===== src/rtl/spi_master_xfer.sv =====
// spi_master_xfer: CS-framed full-duplex SPI master, 0..MAX_BYTES bytes, all CPOL/CPHA modes, programmable SCLK divider
module spi_master_xfer #(
  parameter int MAX_BYTES = 8,
  parameter int DIV_W     = 8,
  parameter int CS_SETUP  = 5,
  parameter int CS_HOLD   = 8,
  parameter int LEN_W     = $clog2(MAX_BYTES + 1)
) (
  input  logic                   clk,
  input  logic                   rst,
  input  logic                   start,
  input  logic [LEN_W-1:0]       len,
  input  logic                   cpol,
  input  logic                   cpha,
  input  logic [DIV_W-1:0]       clk_div,
  input  logic [8*MAX_BYTES-1:0] tx_data,
  output logic [8*MAX_BYTES-1:0] rx_data,
  output logic                   busy,
  output logic                   done,
  output logic                   sclk,
  output logic                   mosi,
  output logic                   cs,
  input  logic                   miso
);
  localparam int W    = 8 * MAX_BYTES;
  localparam int HC_W = $clog2(16 * MAX_BYTES + 1);
  localparam int TW   = $clog2((CS_SETUP > CS_HOLD ? CS_SETUP : CS_HOLD) + 1);
  typedef enum logic [1:0] {IDLE, SETUP, SHIFT, HOLD} state_t;
  state_t state, state_d;
  logic [LEN_W-1:0] len_c, len_q;
  logic             cpol_q, cpha_q;
  logic [DIV_W-1:0] div_q, dc;
  logic [W-1:0]     tx_sh, rx_sh;
  logic [HC_W-1:0]  hc, last_h;
  logic [TW-1:0]    tmr;
  logic accept, tmr_end, half_end, last_half, go_shift, next_half, shift_end;
  logic edge_go, lead, sample, present, finish;
  always_comb begin
    len_c     = len > LEN_W'(MAX_BYTES) ? LEN_W'(MAX_BYTES) : len;
    last_h    = HC_W'({len_q, 4'b0}) - HC_W'(1);
    accept    = state == IDLE && start;
    tmr_end   = tmr == '0;
    half_end  = dc == '0;
    last_half = hc == last_h;
    go_shift  = state == SETUP && tmr_end;
    next_half = state == SHIFT && half_end && !last_half;
    shift_end = state == SHIFT && half_end && last_half;
    finish    = state == HOLD && tmr_end;
    edge_go   = go_shift || next_half;
    // the half-period about to start is a leading one whenever sclk still sits at idle
    lead      = sclk == cpol_q;
    sample    = edge_go && (lead != cpha_q);
    present   = edge_go && (cpha_q ? lead : !lead && hc + HC_W'(1) != last_h);
    state_d   = accept ? (len_c == '0 ? HOLD : SETUP) :
                go_shift ? SHIFT : shift_end ? HOLD : finish ? IDLE : state;
  end
  always_ff @(posedge clk)
    if (rst) state <= IDLE;
    else     state <= state_d;
  always_ff @(posedge clk) begin
    if (rst) begin
      len_q   <= '0;
      cpol_q  <= 1'b0;
      cpha_q  <= 1'b0;
      div_q   <= '0;
      dc      <= '0;
      hc      <= '0;
      tmr     <= '0;
      tx_sh   <= '0;
      rx_sh   <= '0;
      rx_data <= '0;
      busy    <= 1'b0;
      done    <= 1'b0;
      sclk    <= 1'b0;
      mosi    <= 1'b0;
      cs      <= 1'b1;
    end else begin
      done <= finish;
      if (accept) begin
        len_q  <= len_c;
        cpol_q <= cpol;
        cpha_q <= cpha;
        div_q  <= clk_div;
        tx_sh  <= cpha ? tx_data : tx_data << 1;
        mosi   <= !cpha && len_c != '0 && tx_data[W-1];
        rx_sh  <= '0;
        busy   <= 1'b1;
        cs     <= len_c == '0;
        sclk   <= cpol;
        tmr    <= len_c == '0 ? '0 : TW'(CS_SETUP - 1);
      end
      if ((state == SETUP || state == HOLD) && !tmr_end) tmr <= tmr - TW'(1);
      if (shift_end) tmr <= TW'(CS_HOLD - 1);
      if (edge_go) begin
        hc   <= go_shift ? '0 : hc + HC_W'(1);
        dc   <= div_q;
        sclk <= ~sclk;
      end else if (state == SHIFT) dc <= dc - DIV_W'(1);
      if (sample) rx_sh <= {rx_sh[W-2:0], miso};
      if (present) begin
        mosi  <= tx_sh[W-1];
        tx_sh <= tx_sh << 1;
      end
      if (finish) begin
        cs      <= 1'b1;
        busy    <= 1'b0;
        mosi    <= 1'b0;
        rx_data <= rx_sh;
      end
    end
  end
endmodule


===== config.mk =====
export PLATFORM = sky130hd
export DESIGN_NAME = spi_master_xfer
export DESIGN_NICKNAME = d
export VERILOG_FILES = /design/src/rtl/spi_master_xfer.sv
export SDC_FILE = /design/constraint.sdc
export NUM_CORES = 1
export LEC_CHECK = 0
export BUFFER_PORTS_ARGS = -buffer_cell sky130_fd_sc_hd__buf_2
export CAP_MARGIN = 15
export CORE_MARGIN = 1.5
export CORE_UTILIZATION = 61
export CTS_CLUSTER_DIAMETER = 50
export DETAILED_ROUTE_END_ITERATION = 10
export PLACE_DENSITY = 0.85
export SLEW_MARGIN = 20
export SYNTH_ARGS = -nofsm -noshare
export SYNTH_HDL_FRONTEND = slang
export SYNTH_SLANG_ARGS = --single-unit

===== constraint.sdc =====
create_clock -name clk -period 4.2 [get_ports clk]
set_input_delay 0.84 -clock clk [delete_from_list [all_inputs] [get_ports clk]]
set_output_delay 0.84 -clock clk [all_outputs]
set_load 0.005 [all_outputs]

==> results.md, run 1 <==
- Die H: 130 um
- Origin of the critical flop-to-flop path: len_q[0]
- RSZ-0062 raised after global routing: no
- Final setup margin: 0.826 ns
- First-pass GRT wire length: 35.9 mm
- Setup violators final: 0
- Via density per instance: 6.04
- Largest net degree at the start of global routing: 99
- Post-route DRC: 0
- Clock Skew: 0.0130 ns
- Place WS: 0.921 ns
- Met3 usage: 3.49%
- Final Non-Filler Cells: 1426
- Final WL: 22.2 mm
- Rel. slew slack: 32.1%
- Proportion of layout cells with a drive suffix above 1: 18.2%
- Nature of the critical path endpoint: register
- Area Overhead vs Synth: 15.2%
- Crit Path Class: reg2reg
- I/O Pins: 151
- Worst r2r dst: tx_sh[26]
- Data arrival, critical path: 3.80 ns
- Vias in the first global route: 7595
- Final hold violations: 0
- Total track usage: 25.1%
- # diodes: 0
- Flop-to-flop setup slack: 0.83 ns
- Max rail drop VDD: 280 uV
- Worst Hold Endpoint: tx_sh[63]
- Grt met1 use: 34.3%
- Critical Path Start Type: register
- Slew @ Worst Pin: 1.02 ns
- Post-synth EDFFs: 0
- H-tree levels: 1
- # port buffers: 150
- Hold Path Class: reg2reg
- Clk slew on worst S/H paths: 0.06 ns
- R2r worst-path depth: 10
- Commonest register cell after synthesis: dfxtp_1
- Cell Rows: 46
- Share of flip-flops with an asynchronous set or reset: 0%
- Initial DRT Pass Iterations: 5
- Post-synthesis cell count: 1112
- CTS resizes: 0
- Setup Fix Bufs, Post-CTS: 0
- Fmax: 296 MHz
- Synth Register Bits: 233
- Cell Pwr Density: 503 nW/um2
- Initial antenna violation count: 0
- DP Wirelength: 13.2 mm
- Leakage power: 4.48 nW
- Clock Latency Late Sink: 0.51 ns
- Max-Cap Viols: 0
- DRT antenna net count: 0
- Synth Area per Inst: 8.89 um2
- Fin crit share: 80.3%
- Clock Path Buffers: 3
- Hold path start: tx_sh[62]
- Die area: 17000 um2
- Final GP Congestion: 0.863
- Nets: 1281
- Initial DRC count: 597
- Total vias in the final route: 8613
- CTS Buf Count: 26
- Max Slew Vio Count: 0
- DP Cell Count: 1380
- Worst Path Required: 4.63 ns
- Met2 Use GR: 42.0%
- Crit path time final: 3.37 ns
- Cell count of the worst hold path: 2
- Die Span X: 130 um
- Grt peak-use layer: met2
- # hold bufs at CTS: 0
- Status: finished clean
- Ys Warns: 0
- Routed WL per cell: 15.6 um
- Maximum fanout along the worst path: 64
- CTS tree: yes
- Aggregate global routing overflow: 0
- Setup TNS: 0 ns
- Final core utilization: 71.7%
- Mapped Area: 9890 um2
- Starting Density: 62.2%
- Synth cell types: 44
- CTS sink cnt: 233
- CTS Root Cell: clkbuf_16
- Mapped Nets: 1201
- Core ar.: 15900 um2
- Sequential element share of the synthesized area: 47.2%
Yosys cell counts, drive strengths merged (7+ instances only):
| library cell | n | area [um2] |
|---|---|---|
| dfxtp | 233 | 4660 |
| nor2 | 29 | 128 |
| buf | 30 | 233 |
| a211oi | 9 | 67.6 |
| o21ai | 7 | 35.0 |
| a21oi | 148 | 741 |
| o221ai | 62 | 543 |
| nor3 | 10 | 50.1 |
| nand3 | 131 | 656 |
| nand2 | 163 | 612 |
| a22o | 65 | 569 |
| xnor2 | 15 | 131 |
| clkbuf | 79 | 297 |
| xor2 | 10 | 87.6 |
| ha | 7 | 87.6 |
| inv | 8 | 30.0 |
| mux2i | 64 | 641 |
sequential cells by signal, summed over array words and instances, names as in the netlist:
name,count
mosi,1
rx_data,64
busy,1
dc,8
tx_sh,64
tmr,4
rx_sh,64
hc,8
len_q,4
cpha_q,1
cpol_q,1
sclk,1
div_q,8
cs,1
done,1
state,2
where the power goes:
part | total [mW] | switching [mW] | internal [mW]
registers | 2.51 | 0.118 | 2.39
logic | 1.02 | 0.623 | 0.392
clock network | 2.21 | 0.895 | 1.31
total | 5.73 | 1.64 | 4.09
cell usage in the layout, fill, tap and decap left out, types with 5 or more instances in the layout:
cell type  netlist  routed
clkinv_2         0       6
buf_4            0      11
dfxtp_1        233     233
nand3_1        131     131
o221ai_1        62      62
nand2_1        163     162
ha_1             7       7
nor2_1          27      27
inv_1            8       8
buf_2            6     148
clkbuf_16        0      27
a211oi_1         9       9
a22o_1          65      65
a21oi_1        148     148
xor2_1          10      10
nand3b_1         5       5
nor3_1          10      10
o21ai_0          5       5
mux2i_1         64      64
xnor2_1         15      15
nor4_1           5       5
area by class of cell:
| class | count | area (um2) |
|---|---|---|
| clock buffer | 34 | 742 |
| clock inverter | 12 | 105 |
| fill | 1262 | 4490 |
| inverter | 8 | 30.0 |
| multi-input combinational | 762 | 4720 |
| sequential | 233 | 4660 |
| tap | 216 | 270 |
| timing repair buffer | 161 | 863 |
cells by family (layout without fill, tap and decap cells):
| logic type | count (synthesis) | after routing | share of synthesized area [%] |
|---|---|---|---|
| compound gates | 302 | 302 | 20.7 |
| xor+xnor | 25 | 25 | 2.21 |
| fa+ha+maj | 7 | 7 | 0.886 |
| buf+inv | 117 | 215 | 5.66 |
| flops | 233 | 233 | 47.2 |
| mux | 64 | 64 | 6.48 |
| simple gates | 364 | 364 | 16.9 |
worst max path at each step:
| stage | from | to | slack, ns | cells after the start |
|---|---|---|---|---|
| floorplan | len_q[0] | tx_sh[29] | 1.62 | 11 |
| detailed placement | len_q[0] | tx_sh[42] | 0.92 | 10 |
| CTS | len_q[0] | tx_sh[26] | 0.88 | 10 |
| finish | len_q[0] | tx_sh[26] | 0.83 | 10 |
| global placement | len_q[0] | tx_sh[7] | 1.03 | 10 |
| global route | len_q[0] | tx_sh[26] | 0.57 | 10 |
per-stage QoR:
step / hold WS [ns] / power, mW / cell area [um2]
2_1_floorplan: 0.436 / 3.37 / 9890
3_3_place_gp: 0.446 / 3.52 / 10500
3_5_place_dp: 0.449 / 3.56 / 10500
4_1_cts: 0.464 / 5.76 / 11400
5_1_grt: 0.479 / 5.99 / 11400
6_report: 0.460 / 5.73 / 11400
critical path: stages, from the launching register on:
cell and delay, ns:
dfxtp_1 0.38, inv_1 0.06, ha_1 0.20, xor2_1 0.15, xnor2_1 0.50, a31oi_4 0.26
nor2_2 0.77, or2_2 0.27, buf_12 0.27, o221ai_1 0.19, a21oi_1 0.19
per-layer routing:
metal	share of wire [%]	up-vias
li1	-	4187
met1	44	4121
met2	49	269
met3	5.0	36
met4	2.2	0
met5	0	-
Power figures use the tool's default switching activity.
==> run 2: changes to the inputs <==
CORE_UTILIZATION = 57   (was 61)
PLACE_DENSITY = 0.8   (was 0.85)
clock period = 3.2 ns   (was 4.2 ns; I/O delays follow)
==> run 2 against run 1 <==
Compared with the run above: non-clock buffer count is 7 higher; flip-flop and latch count unchanged; largest cell class unchanged; combinational power increased by 36%; largest power group unchanged; highest routed layer unchanged; sequential power grew 31%.
==> results.md, run 2 (synthesis gave the netlist of run 1 again) <==
- Status: finished clean
- Nets: 1287 (+0.47%)
- Crit path buffers/inverters: 2 (unchanged)
- Data arrival, critical path: 3.26 ns (-0.54 ns)
- Routed WL per cell: 15.6 um (+0.31%)
- Fin crit share: 88.7% (+8.4 points)
- Worst path depth: 9 (-1)
- Met2 Use GR: 41.4% (-0.53 points)
- Met3 usage: 3.04% (-0.44 points)
- Leakage power: 4.51 nW (+0.80%)
- Highest-count cells in the layout ignoring fill and taps: dfxtp_1, nand2_1, a21oi_1, buf_2, nand3_1
- Post-route DRC: 0 (unchanged)
- Critical Path Start Type: register
- Die area: 18100 um2 (+6.9%)
- Initial DRC count: 632 (+5.9%)
- Switching power: 2.09 mW (+28%)
- Core ar.: 16800 um2 (+5.5%)
- Worst path top cell family by delay: simple AND/OR/NAND/NOR gates
- Worst Path Required: 3.62 ns (-1.01 ns)
- Area Overhead vs Synth: 16.0%
- Vias in the first global route: 7747 (+2.0%)
- Setup TNS: 0 ns (unchanged)
- Crit Path Class: reg2reg
- Final GP Congestion: 0.840 (-2.7%)
- # hold bufs at CTS: 0 (unchanged)
- Max Slew Vio Count: 0 (unchanged)
- Grt peak-use layer: met2
- Critical path cell sequence: or4_4 > or4_4 > a31oi_4 > nor2_2 > buf_4 > nor2b_4 > buf_12 > nand2_1 > a21oi_1
- Largest regs: rx_data x64, rx_sh x64, tx_sh x64
- Origin of the critical flop-to-flop path: dc[2]
- Flop-to-flop setup slack: 0.36 ns (-0.46 ns)
- Worst r2r dst: rx_sh[49]
- Clock Skew: 0.0150 ns (+0.00201 ns)
- Most common cell after layout, fill and taps aside: dfxtp_1
- Aggregate global routing overflow: 0 (unchanged)
- Clock Path Buffers: 3 (unchanged)
- Final WL: 22.4 mm (+0.73%)
- CTS sink cnt: 233 (unchanged)
- CP most frequent cell: or4_4
- Comb power frac: 18.6% (+0.9 points)
- DP Wirelength: 13.6 mm (+3.0%)
- Initial antenna violation count: 0 (unchanged)
- # port buffers: 150 (unchanged)
- Cell Rows: 47 (+2.2%)
- RSZ-0062 raised after global routing: no
- Crit path time final: 2.84 ns (-0.535 ns)
- DRT antenna net count: 0 (unchanged)
- Sequential share of power: 44.3% (+0.5 points)
- CTS Root Cell: clkbuf_16
- Hold path start: clk_div[5]
- Starting Density: 59.0% (-3.2 points)
- Fmax: 352 MHz (+19%)
- Die Span X: 135 um (+3.4%)
- Worst Hold Endpoint: div_q[5]
- H-tree levels: 1 (unchanged)
- Cell Pwr Density: 649 nW/um2 (+29%)
- Max-Cap Viols: 0 (unchanged)
- Rel. slew slack: 43.2% (+11 points)
- Maximum fanout along the worst path: 64 (unchanged)
- Worst path slowest cell: or4_4
- Clock Latency Late Sink: 0.51 ns (about the same)
- Total vias in the final route: 8496 (-1.4%)
- Grt met1 use: 32.2% (-2.1 points)
- Cell count of the worst hold path: 3 (+1)
- CTS resizes: 0 (unchanged)
- Setup violators final: 0 (unchanged)
- Hold Path Class: in2reg
- Largest net degree at the start of global routing: 89 (-10%)
- Clk slew on worst S/H paths: 0.06 ns (about the same)
- Via density per instance: 5.93 (-1.8%)
- CTS tree: yes
- Max rail drop VDD: 388 uV (+38%)
- CP peak stage delay: 0.57 ns (-0.20 ns)
- R2r worst-path depth: 9 (-1)
- I/O Pins: 151 (unchanged)
- Slew @ Worst Pin: 0.851 ns (-0.167 ns)
- CTS Buf Count: 25 (-3.8%)
- First-pass GRT wire length: 37.0 mm (+3.2%)
- Cell Int Power: 5.36 mW (+31%)
- Proportion of layout cells with a drive suffix above 1: 18.1% (-0.11 points)
- Sw Ratio: 28.0% (-0.51 points)
- # diodes: 0 (unchanged)
- Final hold violations: 0 (unchanged)
- Initial DRT Pass Iterations: 6 (+1)
- Clock Power Share: 37.1% (-1.4 points)
- Die H: 135 um (+3.4%)
- Power, Total: 7.45 mW (+30%)
- Nature of the critical path endpoint: register
- Setup Fix Bufs, Post-CTS: 0 (unchanged)
- Total track usage: 24.0% (-1.2 points)
run 2: routing by layer:
| metal | wire length [um] | up-vias |
|---|---|---|
| li1 | - | 4208 |
| met1 | 9940 | 4032 |
| met2 | 11000 | 225 |
| met3 | 1080 | 31 |
| met4 | 368 | 0 |
| met5 | 0 | - |
run 2: area by class of cell:
class / count / area [um2]
clock buffers: 34 / 689
clock inverters: 7 / 92.6
fillers: 1364 / 5290
inverters: 8 / 30.0
multi-input cells: 762 / 4720
flip-flops and latches: 233 / 4660
well taps: 220 / 275
repair buffers: 168 / 1000
run 2: metrics by stage:
| step | std cells | instance area, um2 | util [%] | hold slack (ns) | setup WS, ns |
|---|---|---|---|---|---|
| finish | 1432 | 11500 | 68.5 | 0.373 | 0.361 |
| global placement | 1391 | 10700 | 63.8 | 0.448 | 0.453 |
| detailed placement | 1391 | 10700 | 63.8 | 0.451 | 0.388 |
| CTS | 1432 | 11500 | 68.5 | 0.361 | 0.370 |
| floorplan | 1112 | 9890 | - | 0.436 | 0.619 |
| global route | 1432 | 11500 | 68.5 | 0.382 | 0.179 |
run 2: worst max path at each step:
stage	start	end	slack (ns)
after CTS	dc[2]	rx_sh[49]	0.37
after detailed placement	dc[2]	rx_sh[49]	0.39
final	dc[2]	rx_sh[49]	0.36
after global routing	dc[2]	rx_sh[48]	0.18
after global placement	dc[2]	mosi	0.45
after floorplan	len_q[0]	tx_sh[29]	0.62
run 2: worst register-to-register path, delay by kind of cell (launching register included):
kind	cells	cell delay [ns]
AOI/OAI and AO/OA	2	0.43
buffers and inverters	2	0.49
DFF	1	0.36
and+or+nand+nor	5	1.48
run 2: power by group through the flow:
stage | registers (mW) | logic [mW] | clock network (mW)
6_report | 3.30 | 1.39 | 2.77
5_1_grt | 3.32 | 1.54 | 2.92
4_1_cts | 3.29 | 1.39 | 2.81
3_5_place_dp | 3.35 | 1.38 | 0
3_3_place_gp | 3.35 | 1.35 | 0
2_1_floorplan | 3.31 | 1.11 | 0
